[src/rtl/mdu_controller.sv]
// Iterative 32-bit multiply/divide unit with architectural HI/LO registers.
// Build option MDU_DIV_EN compiles in the divide datapath; without it, div/divu complete as no-ops.
module mdu_controller (
    input  logic        Clk,
    input  logic        Reset,
    input  logic        start,
    input  logic [1:0]  op,
    input  logic [31:0] operand_a,
    input  logic [31:0] operand_b,
    input  logic        flush,
    input  logic        hilo_rd,
    input  logic        hi_we,
    input  logic        lo_we,
    input  logic [31:0] wdata,
    output logic        busy,
    output logic        stall,
    output logic        done,
    output logic        div_zero,
    output logic [31:0] hi,
    output logic [31:0] lo
);

    localparam logic [1:0] S_IDLE = 2'd0;
    localparam logic [1:0] S_RUN  = 2'd1;
    localparam logic [1:0] S_DONE = 2'd2;

    logic [1:0]  r_state, w_state_d;
    logic [4:0]  r_cnt, w_cnt_d;
    logic [63:0] r_acc, w_acc_d;
    logic [31:0] r_opnd, w_opnd_d;
    logic        r_neg_q, w_neg_q_d;
    logic [31:0] r_hi, w_hi_d;
    logic [31:0] r_lo, w_lo_d;
    logic        r_div_zero, w_div_zero_d;

    logic        w_is_div;
    logic        w_neg_r;
    logic        w_signed_in;
    logic [31:0] w_abs_a;
    logic [31:0] w_abs_b;
    logic [32:0] w_mul_sum;
    logic [63:0] w_mul_step;
    logic [32:0] w_rem_sh;
    logic        w_div_ge;
    logic [31:0] w_div_diff;
    logic [63:0] w_div_step;
    logic [63:0] w_acc_step;
    logic [63:0] w_prod;
    logic [31:0] w_quot;
    logic [31:0] w_rem;
    logic [31:0] w_res_hi;
    logic [31:0] w_res_lo;

`ifdef MDU_DIV_EN
    logic r_div, w_div_d;
    logic r_neg_r, w_neg_r_d;
    assign w_is_div = r_div;
    assign w_neg_r  = r_neg_r;
`else
    assign w_is_div = 1'b0;
    assign w_neg_r  = 1'b0;
`endif

    // Iterations run on magnitudes; signs are reapplied on the final cycle.
    assign w_signed_in = ~op[0];
    assign w_abs_a     = (w_signed_in && operand_a[31]) ? (~operand_a + 32'd1) : operand_a;
    assign w_abs_b     = (w_signed_in && operand_b[31]) ? (~operand_b + 32'd1) : operand_b;

    assign w_mul_sum  = {1'b0, r_acc[63:32]} + (r_acc[0] ? {1'b0, r_opnd} : 33'd0);
    assign w_mul_step = {w_mul_sum, r_acc[31:1]};

    assign w_rem_sh   = r_acc[63:31];
    assign w_div_ge   = (w_rem_sh >= {1'b0, r_opnd});
    assign w_div_diff = w_rem_sh[31:0] - r_opnd;
    assign w_div_step = {(w_div_ge ? w_div_diff : w_rem_sh[31:0]), r_acc[30:0], w_div_ge};

    assign w_acc_step = w_is_div ? w_div_step : w_mul_step;

    assign w_prod   = r_neg_q ? (~w_acc_step + 64'd1) : w_acc_step;
    assign w_quot   = r_neg_q ? (~w_acc_step[31:0] + 32'd1) : w_acc_step[31:0];
    assign w_rem    = w_neg_r ? (~w_acc_step[63:32] + 32'd1) : w_acc_step[63:32];
    assign w_res_hi = w_is_div ? w_rem : w_prod[63:32];
    assign w_res_lo = w_is_div ? w_quot : w_prod[31:0];

    assign busy     = (r_state == S_RUN);
    assign done     = (r_state == S_DONE);
    assign stall    = busy & (start | hilo_rd | hi_we | lo_we);
    assign div_zero = r_div_zero;
    assign hi       = r_hi;
    assign lo       = r_lo;

    always_comb begin
        w_state_d    = r_state;
        w_cnt_d      = r_cnt;
        w_acc_d      = r_acc;
        w_opnd_d     = r_opnd;
        w_neg_q_d    = r_neg_q;
`ifdef MDU_DIV_EN
        w_div_d      = r_div;
        w_neg_r_d    = r_neg_r;
`endif
        w_hi_d       = (hi_we && !busy) ? wdata : r_hi;
        w_lo_d       = (lo_we && !busy) ? wdata : r_lo;
        w_div_zero_d = 1'b0;

        if (flush) begin
            w_state_d = S_IDLE;
        end else begin
            case (r_state)
                S_RUN: begin
                    w_cnt_d = r_cnt + 5'd1;
                    w_acc_d = w_acc_step;
                    if (r_cnt == 5'd31) begin
                        w_state_d = S_DONE;
                        w_hi_d    = w_res_hi;
                        w_lo_d    = w_res_lo;
                    end
                end
                default: begin
                    if (start) begin
                        if (op[1]) begin
`ifdef MDU_DIV_EN
                            if (operand_b == 32'd0) begin
                                w_state_d    = S_DONE;
                                w_hi_d       = operand_a;
                                w_lo_d       = 32'hFFFF_FFFF;
                                w_div_zero_d = 1'b1;
                            end else begin
                                w_state_d = S_RUN;
                                w_cnt_d   = 5'd0;
                                w_acc_d   = {32'd0, w_abs_a};
                                w_opnd_d  = w_abs_b;
                                w_neg_q_d = w_signed_in & (operand_a[31] ^ operand_b[31]);
                                w_neg_r_d = w_signed_in & operand_a[31];
                                w_div_d   = 1'b1;
                            end
`else
                            w_state_d = S_DONE;
`endif
                        end else begin
                            w_state_d = S_RUN;
                            w_cnt_d   = 5'd0;
                            w_acc_d   = {32'd0, w_abs_b};
                            w_opnd_d  = w_abs_a;
                            w_neg_q_d = w_signed_in & (operand_a[31] ^ operand_b[31]);
`ifdef MDU_DIV_EN
                            w_neg_r_d = 1'b0;
                            w_div_d   = 1'b0;
`endif
                        end
                    end else begin
                        w_state_d = S_IDLE;
                    end
                end
            endcase
        end
    end

    always_ff @(posedge Clk or posedge Reset) begin
        if (Reset) begin
            r_state    <= S_IDLE;
            r_cnt      <= 5'd0;
            r_acc      <= 64'd0;
            r_opnd     <= 32'd0;
            r_neg_q    <= 1'b0;
            r_hi       <= 32'd0;
            r_lo       <= 32'd0;
            r_div_zero <= 1'b0;
`ifdef MDU_DIV_EN
            r_div      <= 1'b0;
            r_neg_r    <= 1'b0;
`endif
        end else begin
            r_state    <= w_state_d;
            r_cnt      <= w_cnt_d;
            r_acc      <= w_acc_d;
            r_opnd     <= w_opnd_d;
            r_neg_q    <= w_neg_q_d;
            r_hi       <= w_hi_d;
            r_lo       <= w_lo_d;
            r_div_zero <= w_div_zero_d;
`ifdef MDU_DIV_EN
            r_div      <= w_div_d;
            r_neg_r    <= w_neg_r_d;
`endif
        end
    end

endmodule
[config.mk]
export PLATFORM = sky130hd
export DESIGN_NAME = mdu_controller
export DESIGN_NICKNAME = d
export VERILOG_FILES = /design/src/rtl/mdu_controller.sv
export SDC_FILE = /design/constraint.sdc
export NUM_CORES = 1
export LEC_CHECK = 0
export BUFFER_PORTS_ARGS = -buffer_cell sky130_fd_sc_hd__buf_2
export CORE_MARGIN = 8
export CORE_UTILIZATION = 40
export DETAILED_ROUTE_END_ITERATION = 6
export SYNTH_ARGS = -nofsm -noshare
export SYNTH_HDL_FRONTEND = slang
export SYNTH_SLANG_ARGS = --single-unit
[constraint.sdc]
create_clock -name Clk -period 9.2 [get_ports Clk]
set_input_delay 1.38 -clock Clk [delete_from_list [all_inputs] [get_ports Clk]]
set_output_delay 1.38 -clock Clk [all_outputs]
set_load 0.02 [all_outputs]
==> reports/results.ini, run 1 <==
[global_routing]
gr-usage-all-layers_pct = 19.7
antenna_found_initial = 0
grt.overflow.total = 0
grt_max_degree = 104
grt_pass1_vias = 10400
grt_first_pass_wirelength_um = 56400

[logic_synthesis]
synth_top_area_share_pct = 36.0
yosysSeqAreaShare_pct = 36.0
yosysUniqueCellTypes = 70
yosysWarnings = 0
synth_area_um2 = 11700
syn_inst = 1387
synth_fp_nets = 1530
syn_avg_cell_area_um2 = 8.43
ys_ff_latch = 168
yosysTopAreaCell = dfrtp_1
synth_edf_count = 0
ys_async_sr_fraction_pct = 100
ys_top_cells_by_area = dfrtp_1, xnor2_1, a21oi_1
ys.flop_type = dfrtp_1

[finish]
layout-drive-gt1-share_pct = 16.4
final_cell_mix = buf_2, dfrtp_1, a21oi_1
n_antenna_cell = 0
fin_nets = 1638
fin_util_pct = 46.4
areaGrowthSynthToFinish_pct = 14.1
fillers = 2873
layout_commonest_cell = buf_2

[clock_tree]
cts.hold.buffers_added = 0
ctsResizeCount = 0
clockBufferDepth = 2
cts-root-buf = clkbuf_16
cts.sinks = 168
clock_latency_ns = 0.43
cts_made_buffers = 17
cts_tree = done
clk_pin_slew_worst_paths_ns = 0.07
htreeDepth = 4
cts_setup_buffers = 0

[drt]
drt_iter0_drc = 721
wl_per_cell_um = 18.5
ant_nets = 0
vias_per_cell = 5.58
first_pass_iters = 7
drcViolationCount = 1
totalWireLength_um = 35000
vias = 10600

[timing]
finalCritPeriodShare_pct = 51.7
rsz0062_at_grt = false
slew_violations = 0
timing.fmax_mhz = 210
worst-slew-pin-transition_ns = 1.10
hold_viol_final = 0
fin_ws_ns = 4.45
clock_skew_ns = 0.0114
fin_tns_setup_ns = 0
min_period_ns = 4.75
max-slew-margin-rel_pct = 26.8
setup_violations = 0

[flow_run]
max_cap_violations = 0

[hold_path]
min-delay-path-class = register to register

[setup_path]
crit_path_end_kind = register
critPathArrivalTime_ns = 5.03
startpoint_type = register
crit_type = register to register
cp_max_fo = 22
crit_required_ns = 9.47

[die]
die_h_um = 187
core-area_um2 = 28800
pin_count = 173
die_area_um2 = 35000
start_util_pct = 40.6
num_rows = 62
die_x_um = 187

[power_and_ir_drop]
peakVddDrop_uv = 146
netSwitchingFraction_pct = 38.6
intPower_mw = 1.65
pwr-share-comb_pct = 34.5
power_frac_seq_pct = 38.1
power_leakage_nw = 6.00
clock_power_share_pct = 27.4
switchingPower_mw = 1.03
p_per_area_nw_per_um2 = 201

[place]
place.gp.congestion = 0.885
port_buffers = 171
post-place-ws_ns = 4.48
hpwl_um = 26800

[outcome]
failed_checks = design-rule violations
outcome = finished, violations left

==> cell type report <==
class | instances | area, µm² | area share (%)
Inverter | 19 | 76.3 | 0.572
Sequential cell | 168 | 4210 | 31.5
Tap cell | 384 | 480 | 3.60
Clock inverter | 15 | 163 | 1.22
Multi-Input combinational cell | 1113 | 7100 | 53.2
Timing Repair Buffer | 176 | 893 | 6.70
Clock buffer | 17 | 425 | 3.19
==> path summary, 6_finish.rpt <==
| path | start | end | slack, ns | cells past startpoint |
|---|---|---|---|---|
| worst min register to register | r_opnd[17] | r_opnd[17] | 0.48 | 2 |
| min in group asynchronous | Reset | r_opnd[4] | 1.17 | 2 |
| max in group asynchronous | Reset | r_neg_q | 6.54 | 3 |
| worst max register to register | r_acc[0] | hi[31] | 4.45 | 15 |
| worst max-delay path | r_acc[0] | hi[31] | 4.45 | 15 |
| worst min-delay path | r_opnd[17] | r_opnd[17] | 0.48 | 2 |
==> layer usage <==
layer / up-vias / GRT usage, % / share of wire [%]
met3: 54 / 3.23 / 4.9
met2: 302 / 32.0 / 46
met5: - / 0 / 0
met4: 0 / 6.26 / 2.6
li1: 5135 / - / -
met1: 5061 / 26.5 / 46
==> sequential cells by signal (all words and copies together) (netlist names) <==
name     flops
r_opnd      32
hi          32
r_cnt        5
r_neg_q      1
r_acc       64
lo          32
r_state      2
==> cells in the mapped netlist (6+ instances only) <==
master / number
dfrtp_1: 168
a21oi_1: 147
nand2_1: 143
nor2_1: 130
o21ai_0: 130
xnor2_1: 94
clkbuf_1: 72
mux2i_1: 60
xor2_1: 46
and2_1: 38
ha_1: 37
a22o_1: 28
o31ai_1: 27
or3_1: 23
nor3_1: 21
inv_1: 19
nand2b_1: 18
nand3_1: 17
nor4_1: 13
o41ai_1: 13
o21ai_1: 12
a21o_1: 10
buf_1: 10
mux2_2: 8
or2_2: 8
and3_1: 7
nand4_1: 7
or4_1: 7
a31oi_1: 6
o211ai_1: 6
==> power by group through the flow <==
stage,Clock [mW],Combinational (mW),Sequential (mW)
5_1_grt,0.777,1.03,1.04
2_1_floorplan,0,0.650,1.01
6_report,0.735,0.924,1.02
4_1_cts,0.751,0.929,1.02
3_3_place_gp,0,0.916,1.03
3_5_place_dp,0,0.926,1.03
==> cells by family after synthesis <==
kind of cell    after synthesis  share of synthesized area, %
buf+inv                     106                          3.53
flops                       168                          36.0
xor+xnor                    140                          10.5
fa+ha+maj                    38                          4.13
other cells                   1                        0.0321
simple gates                447                          18.0
compound gates              419                          22.0
mux                          68                          5.91
==> per-stage QoR <==
stage               hold WS, ns  instances  power [mW]  area, µm²
global route              0.519       1892        2.84      13300
global placement          0.461       1860        1.95      12800
detailed placement        0.470       1860        1.96      12800
floorplan                 0.442       1387        1.66      11700
CTS                       0.485       1892        2.70      13300
finish                    0.480       1892        2.68      13300
==> critical path: stages, from the launching register on <==
cell and delay [ns]:
dfrtp_1 0.46, buf_4 0.23, and2_1 0.15, ha_1 0.21
fa_1 0.40, a21o_1 0.24, a311oi_4 0.45, nor2_1 0.15
nor2_1 0.27, xnor2_1 0.19, or4_4 0.54, or2_1 0.28
or4_4 0.53, o41ai_2 0.24, xor2_1 0.18, o21ai_1 0.07
No activity file was read; power rests on OpenSTA's default activity.
==> run 2: changes to the inputs <==
==> constraint.sdc (replaced) <==
create_clock -name Clk -period 4.5 [get_ports Clk]
set_input_delay 0.675 -clock Clk [delete_from_list [all_inputs] [get_ports Clk]]
set_output_delay 0.675 -clock Clk [all_outputs]
set_load 0.02 [all_outputs]
==> run 2 against run 1 <==
  * The run now ends clean
  * Global-route usage is 0.35 points higher
  * Setup slack worse by 4.3 ns
  * Sequential cell count stayed put
  * Final cell count is 1.7% higher
  * Wire length is 1.6% higher
  * Clock power is 100% higher
  * Highest routed layer unchanged
==> reports/results.ini, run 2 (same netlist as run 1, synthesis figures left out) <==
[outcome]
outcome = completed

[timing]
hold_viol_final = 0  ; unchanged
slew_violations = 0  ; unchanged
setup_violations = 0  ; unchanged
clock_skew_ns = 0.00951  ; -0.00189 ns
timing.fmax_mhz = 229  ; +8.7%
finalCritPeriodShare_pct = 97.2  ; +46 points
worst-slew-pin-transition_ns = 1.12  ; +0.0281 ns
holdWs_ns = 0.452  ; -0.0280 ns
min_period_ns = 4.37  ; -0.379 ns
max-slew-margin-rel_pct = 24.9  ; -2.0 points

[place]
place_inst = 1891  ; +1.7%
place.gp.congestion = 0.898  ; +1.5%
hpwl_um = 27300  ; +2.0%
port_buffers = 171  ; unchanged

[drt]
ant_nets = 0  ; unchanged
top_layer_used = met4
wl_met3_um = 1800  ; +4.8%
drcViolationCount = 0  ; -1
wl_met1_um = 16700  ; +2.9%
totalWireLength_um = 35600  ; +1.6%
vias_per_cell = 5.49  ; -1.6%
drt_iter0_drc = 768  ; +6.5%
vias = 10600  ; +0.085%
wl_per_cell_um = 18.5  ; about the same
first_pass_iters = 5  ; -2
met2_length_um = 16000  ; -1.1%

[clock_tree]
cts_made_buffers = 17  ; unchanged
cts_tree = done
clock_latency_ns = 0.44  ; about the same
clockBufferDepth = 2  ; unchanged
cts.sinks = 168  ; unchanged
cts-root-buf = clkbuf_16
clk_pin_slew_worst_paths_ns = 0.07  ; about the same
htreeDepth = 4  ; unchanged

[hold_path]
min-delay-path-class = input port to async pin

[global_routing]
gr-usage-all-layers_pct = 20.0  ; +0.35 points
grt_max_degree = 169  ; +63%
antenna_found_initial = 1  ; +1
grt_first_pass_wirelength_um = 57000  ; +0.99%
grt.overflow.total = 0  ; unchanged
grt_pass1_vias = 10400  ; +0.11%

[finish]
top_register = r_acc
layout_commonest_cell = buf_2
final_cell_mix = buf_2, dfrtp_1, a21oi_1
layout-drive-gt1-share_pct = 18.8  ; +2.5 points
largest_reg_flops = 64  ; unchanged
final_cell_count_no_fill = 1924  ; +1.7%
fillers = 2842  ; -1.1%
fin_nets = 1670  ; +2.0%
areaGrowthSynthToFinish_pct = 16.6
n_antenna_cell = 0  ; unchanged

[power_and_ir_drop]
power_leakage_nw = 6.16  ; +2.8%
p_per_area_nw_per_um2 = 412  ; +100%
peakVddDrop_uv = 292  ; +100%

[die]
core-area_um2 = 28800  ; unchanged
die_area_um2 = 35000  ; unchanged
die_x_um = 187  ; unchanged
start_util_pct = 40.6  ; unchanged
num_rows = 62  ; unchanged
pin_count = 173  ; unchanged
die_h_um = 187  ; unchanged

[setup_path]
crit_required_ns = 4.81  ; -4.66 ns
critPathArrivalTime_ns = 4.69  ; -0.34 ns
reg2reg_depth = 13  ; -2
startpoint_type = register
max_stage_delay_ns = 0.59  ; +0.05 ns
worst_path_most_repeated_cell = or4_4
reg2reg_from = r_acc[0]
crit_buf_inv = 1  ; unchanged
path_cells = buf_4, and2_1, ha_1, nand4_1, a2111oi_1, or3_1, mux2i_1, o311ai_1, or4_4, or4_4, o41ai_4, xor2_1, o21ai_1
crit_family = simple AND/OR/NAND/NOR gates
crit_path_end_kind = register
regToRegSetupSlack_ns = 0.13  ; -4.32 ns
cp_slowest_cell = or4_4
reg2reg_to = hi[31]
cp_max_fo = 24  ; +9.1%
crit_type = register to register

[flow_run]
max_cap_violations = 0  ; unchanged

[run 2: final cells by class]
type / count / area (µm²) / area share (%)
Multi-Input combinational cell: 1113 / 7150 / 52.4
Sequential cell: 168 / 4210 / 30.9
Timing Repair Buffer: 208 / 1150 / 8.41
Tap cell: 384 / 480 / 3.52
Clock buffer: 17 / 425 / 3.12
Clock inverter: 15 / 155 / 1.14
Inverter: 19 / 75.1 / 0.551
[run 2: power by group]
part / switching (mW) / internal (mW) / leakage (nW)
combinational: 1.20 / 0.867 / 3.79
clock: 0.728 / 0.742 / 0.281
sequential: 0.294 / 1.78 / 2.10
total: 2.22 / 3.39 / 6.16
[run 2: how the worst max path moves through the flow]
stage          startpoint      to  slack (ns)  depth (start not counted)
5_1_grt          r_acc[0]  hi[30]       -0.08                         13
3_3_place_gp     r_acc[0]  hi[31]        0.16                         14
3_5_place_dp     r_acc[0]  hi[31]        0.09                         14
4_1_cts          r_acc[0]  hi[31]        0.06                         14
6_report         r_acc[0]  hi[31]        0.13                         13
2_1_floorplan    r_acc[0]  hi[31]        0.29                         15
[run 2: repair_timing]
action | 4_1_cts | 5_1_grt
gates resized for setup | 0 | 13
endpoints found under the setup margin | 0 | 8
endpoints found under the hold margin | 0 | 0
buffers inserted | 0 | 1
hold buffers | 0 | 0
[run 2: tightest hold or removal path: stages]
cell        delay, ns
buf_2            0.11
clkinvlp_4       0.07
buf_12           0.56
[run 2: metrics by stage]
step / instance area (µm²) / worst slack (ns) / power, mW / TNS, ns / utilization (%)
2_1_floorplan: 11700 / 0.285 / 3.40 / 0 / -
3_3_place_gp: 13000 / 0.164 / 4.11 / 0 / 45.2
3_5_place_dp: 13000 / 0.0927 / 4.14 / 0 / 45.2
4_1_cts: 13600 / 0.0637 / 5.62 / 0 / 47.2
5_1_grt: 13600 / -0.0834 / 5.95 / -0.176 / 47.4
6_report: 13600 / 0.127 / 5.61 / 0 / 47.4
[run 2: metal layers]
layer / vias to the layer above / global-route usage, %
met1: 5017 / 27.2
li1: 5212 / -
met3: 52 / 3.32
met5: - / 0
met4: 0 / 7.33
met2: 280 / 31.7
==> run 3: changes to the inputs <==
--- a/config.mk
+++ b/config.mk
@@ -5,6 +5,7 @@
 export SDC_FILE = /design/constraint.sdc
 export NUM_CORES = 1
 export LEC_CHECK = 0
+export ABC_AREA = 1
 export BUFFER_PORTS_ARGS = -buffer_cell sky130_fd_sc_hd__buf_2
 export CORE_MARGIN = 8
 export CORE_UTILIZATION = 40
==> run 3 against run 2 <==
  * Clock skew rose by 0.0070 ns
  * Largest power group is now combinational logic
  * Die area is 11% higher
  * Sequential share of layout area fell by 2.9 points
  * Critical path type unchanged
==> reports/results.ini, run 3 <==
[die]
die_area_um2 = 39000  ; +11%
pin_count = 173  ; unchanged
die_h_um = 197  ; +5.6%
die_x_um = 197  ; +5.6%
core-area_um2 = 32500  ; +13%
start_util_pct = 40.6  ; -0.057 points
num_rows = 66  ; +6.5%

[drt]
vias = 13800  ; +31%
totalWireLength_um = 45500  ; +28%
ant_nets = 0  ; unchanged
drt_iter0_drc = 1360  ; +77%
wl_per_cell_um = 17.2  ; -6.8%
vias_per_cell = 5.24  ; -4.6%
first_pass_iters = 6  ; +1
drcViolationCount = 0  ; unchanged

[logic_synthesis]
syn_avg_cell_area_um2 = 6.42  ; -24%
synth_edf_count = 0  ; unchanged
synth_area_um2 = 13200  ; +13%
yosysWarnings = 0  ; unchanged
synth_top_area_share_pct = 31.9  ; -4.0 points
yosysTopAreaCell = dfrtp_1
ys_ff_latch = 168  ; unchanged
yosysSeqAreaShare_pct = 31.9  ; -4.0 points
synth_fp_nets = 2194  ; +43%
yosysUniqueCellTypes = 51  ; -27%
ys.flop_type = dfrtp_1
ys_async_sr_fraction_pct = 100  ; unchanged
yosysMostFrequentCell = nand2_1
syn_inst = 2051  ; +48%
synth_common_cells = nand2_1, inv_1, nor2_1
ys_top_cells_by_area = dfrtp_1, nand2_1, inv_1

[clock_tree]
cts_setup_buffers = 0  ; unchanged
clockBufferDepth = 2  ; unchanged
cts-root-buf = clkbuf_16
ctsResizeCount = 0  ; unchanged
clk_pin_slew_worst_paths_ns = 0.08  ; about the same
cts_tree = done
cts.hold.buffers_added = 0  ; unchanged
htreeDepth = 4  ; unchanged
cts.sinks = 168  ; unchanged
cts_made_buffers = 17  ; unchanged
clock_latency_ns = 0.45  ; about the same

[global_routing]
gr-usage-all-layers_pct = 23.0  ; +2.9 points
use_met1_pct = 33.5  ; +6.3 points
grt_first_pass_wirelength_um = 71500  ; +25%
antenna_found_initial = 1  ; unchanged
grt_pass1_vias = 13000  ; +25%
grt.overflow.total = 0  ; unchanged
met2_usage_pct = 35.3  ; +3.6 points
grt_max_degree = 115  ; -32%
busiest_layer = met2
use_met3_pct = 3.44  ; +0.12 points

[timing]
finalCritPeriodShare_pct = 82.0  ; -15 points
rsz0062_at_grt = false
min_period_ns = 3.69  ; -0.682 ns
hold_viol_final = 0  ; unchanged
setup_violations = 0  ; unchanged
timing.fmax_mhz = 271  ; +18%
slew_violations = 0  ; unchanged
clock_skew_ns = 0.0165  ; +0.00701 ns
fin_ws_ns = 0.809  ; +0.682 ns
worst-slew-pin-transition_ns = 1.06  ; -0.0672 ns
max-slew-margin-rel_pct = 29.5  ; +4.7 points
fin_tns_setup_ns = 0  ; unchanged

[hold_path]
min-delay-path-class = input port to async pin

[setup_path]
critPathArrivalTime_ns = 4.04  ; -0.65 ns
crit_required_ns = 4.85  ; +0.04 ns
crit_path_end_kind = register
reg2reg_to = hi[17]
startpoint = r_acc[0]
regToRegSetupSlack_ns = 0.81  ; +0.68 ns
startpoint_type = register
reg2reg_depth = 15  ; +2
cp_max_fo = 33  ; +38%
reg2reg_from = r_acc[0]
crit_type = register to register

[outcome]
outcome = completed

[power_and_ir_drop]
p_per_area_nw_per_um2 = 450  ; +9.4%
peakVddDrop_uv = 283  ; -3.3%
power_leakage_nw = 7.89  ; +28%

[finish]
largest_reg_flops = 64  ; unchanged
areaGrowthSynthToFinish_pct = 14.1
final_cell_mix = nand2_1, inv_1, nor2_1
layout-drive-gt1-share_pct = 15.0  ; -3.8 points
layout_commonest_cell = nand2_1
top_register = r_acc
fin_nets = 2328  ; +39%

[place]
place.gp.congestion = 0.972  ; +8.3%
post-place-ws_ns = 0.817  ; +0.724 ns
hpwl_um = 35500  ; +30%
port_buffers = 171  ; unchanged

[flow_run]
max_cap_violations = 0  ; unchanged

run 3: area by class of cell:
class / instances / area [µm²]
fillers: 3458 / 17400
multi-input cells: 1560 / 7740
flip-flops and latches: 168 / 4210
repair buffers: 187 / 988
inverters: 251 / 946
well taps: 442 / 553
clock buffers: 17 / 425
clock inverters: 15 / 154
diodes: 1 / 2.50
run 3: worst max-delay path by stage:
stage	to	depth (start not counted)
after CTS	hi[27]	20
final	hi[17]	15
after global routing	hi[25]	19
after global placement	hi[27]	20
after floorplan	hi[28]	22
after detailed placement	hi[27]	20
run 3: power breakdown:
group / total (mW) / internal (mW) / switching, mW
logic: 3.16 / 0.988 / 2.17
clock network: 1.49 / 0.743 / 0.751
registers: 2.11 / 1.82 / 0.298
run 3: worst max-delay path: stages, from the launching register on:
cell	delay, ns
dfrtp_1	1.02
nand2_1	0.10
inv_1	0.10
ha_1	0.19
fa_1	0.55
nor2_1	0.23
nand3b_1	0.11
inv_1	0.07
nand2_1	0.08
nor2_1	0.33
nand3_2	0.17
inv_2	0.09
nand2_1	0.06
nand2_1	0.12
nand3_1	0.16
a31oi_1	0.20
run 3: stage by stage:
stage	power [mW]	instances	util, %	hold slack (ns)	instance area [µm²]
after global routing	7.26	2640	46.3	0.0971	15000
after global placement	5.22	2608	44.5	0.467	14400
after detailed placement	5.24	2608	44.5	0.470	14400
after CTS	6.75	2640	46.3	0.0940	15000
final	6.76	2641	46.3	0.104	15000
after floorplan	4.29	2051	-	0.448	13200
run 3: per-layer routing:
layer,up-vias,wire [µm]
li1,6914,-
met1,6382,21800
met2,494,19800
met3,38,3250
met4,0,614
met5,-,0
run 3: kinds of logic after synthesis:
group,Yosys count,share of synthesized area [%]
other,1,0.0285
adder cells (fa/ha/maj),38,3.67
AO/OA/AOI/OAI,380,15.9
buffers and inverters,323,9.30
XOR/XNOR,38,2.58
flip-flops,168,31.9
AND/OR/NAND/NOR,1103,36.5
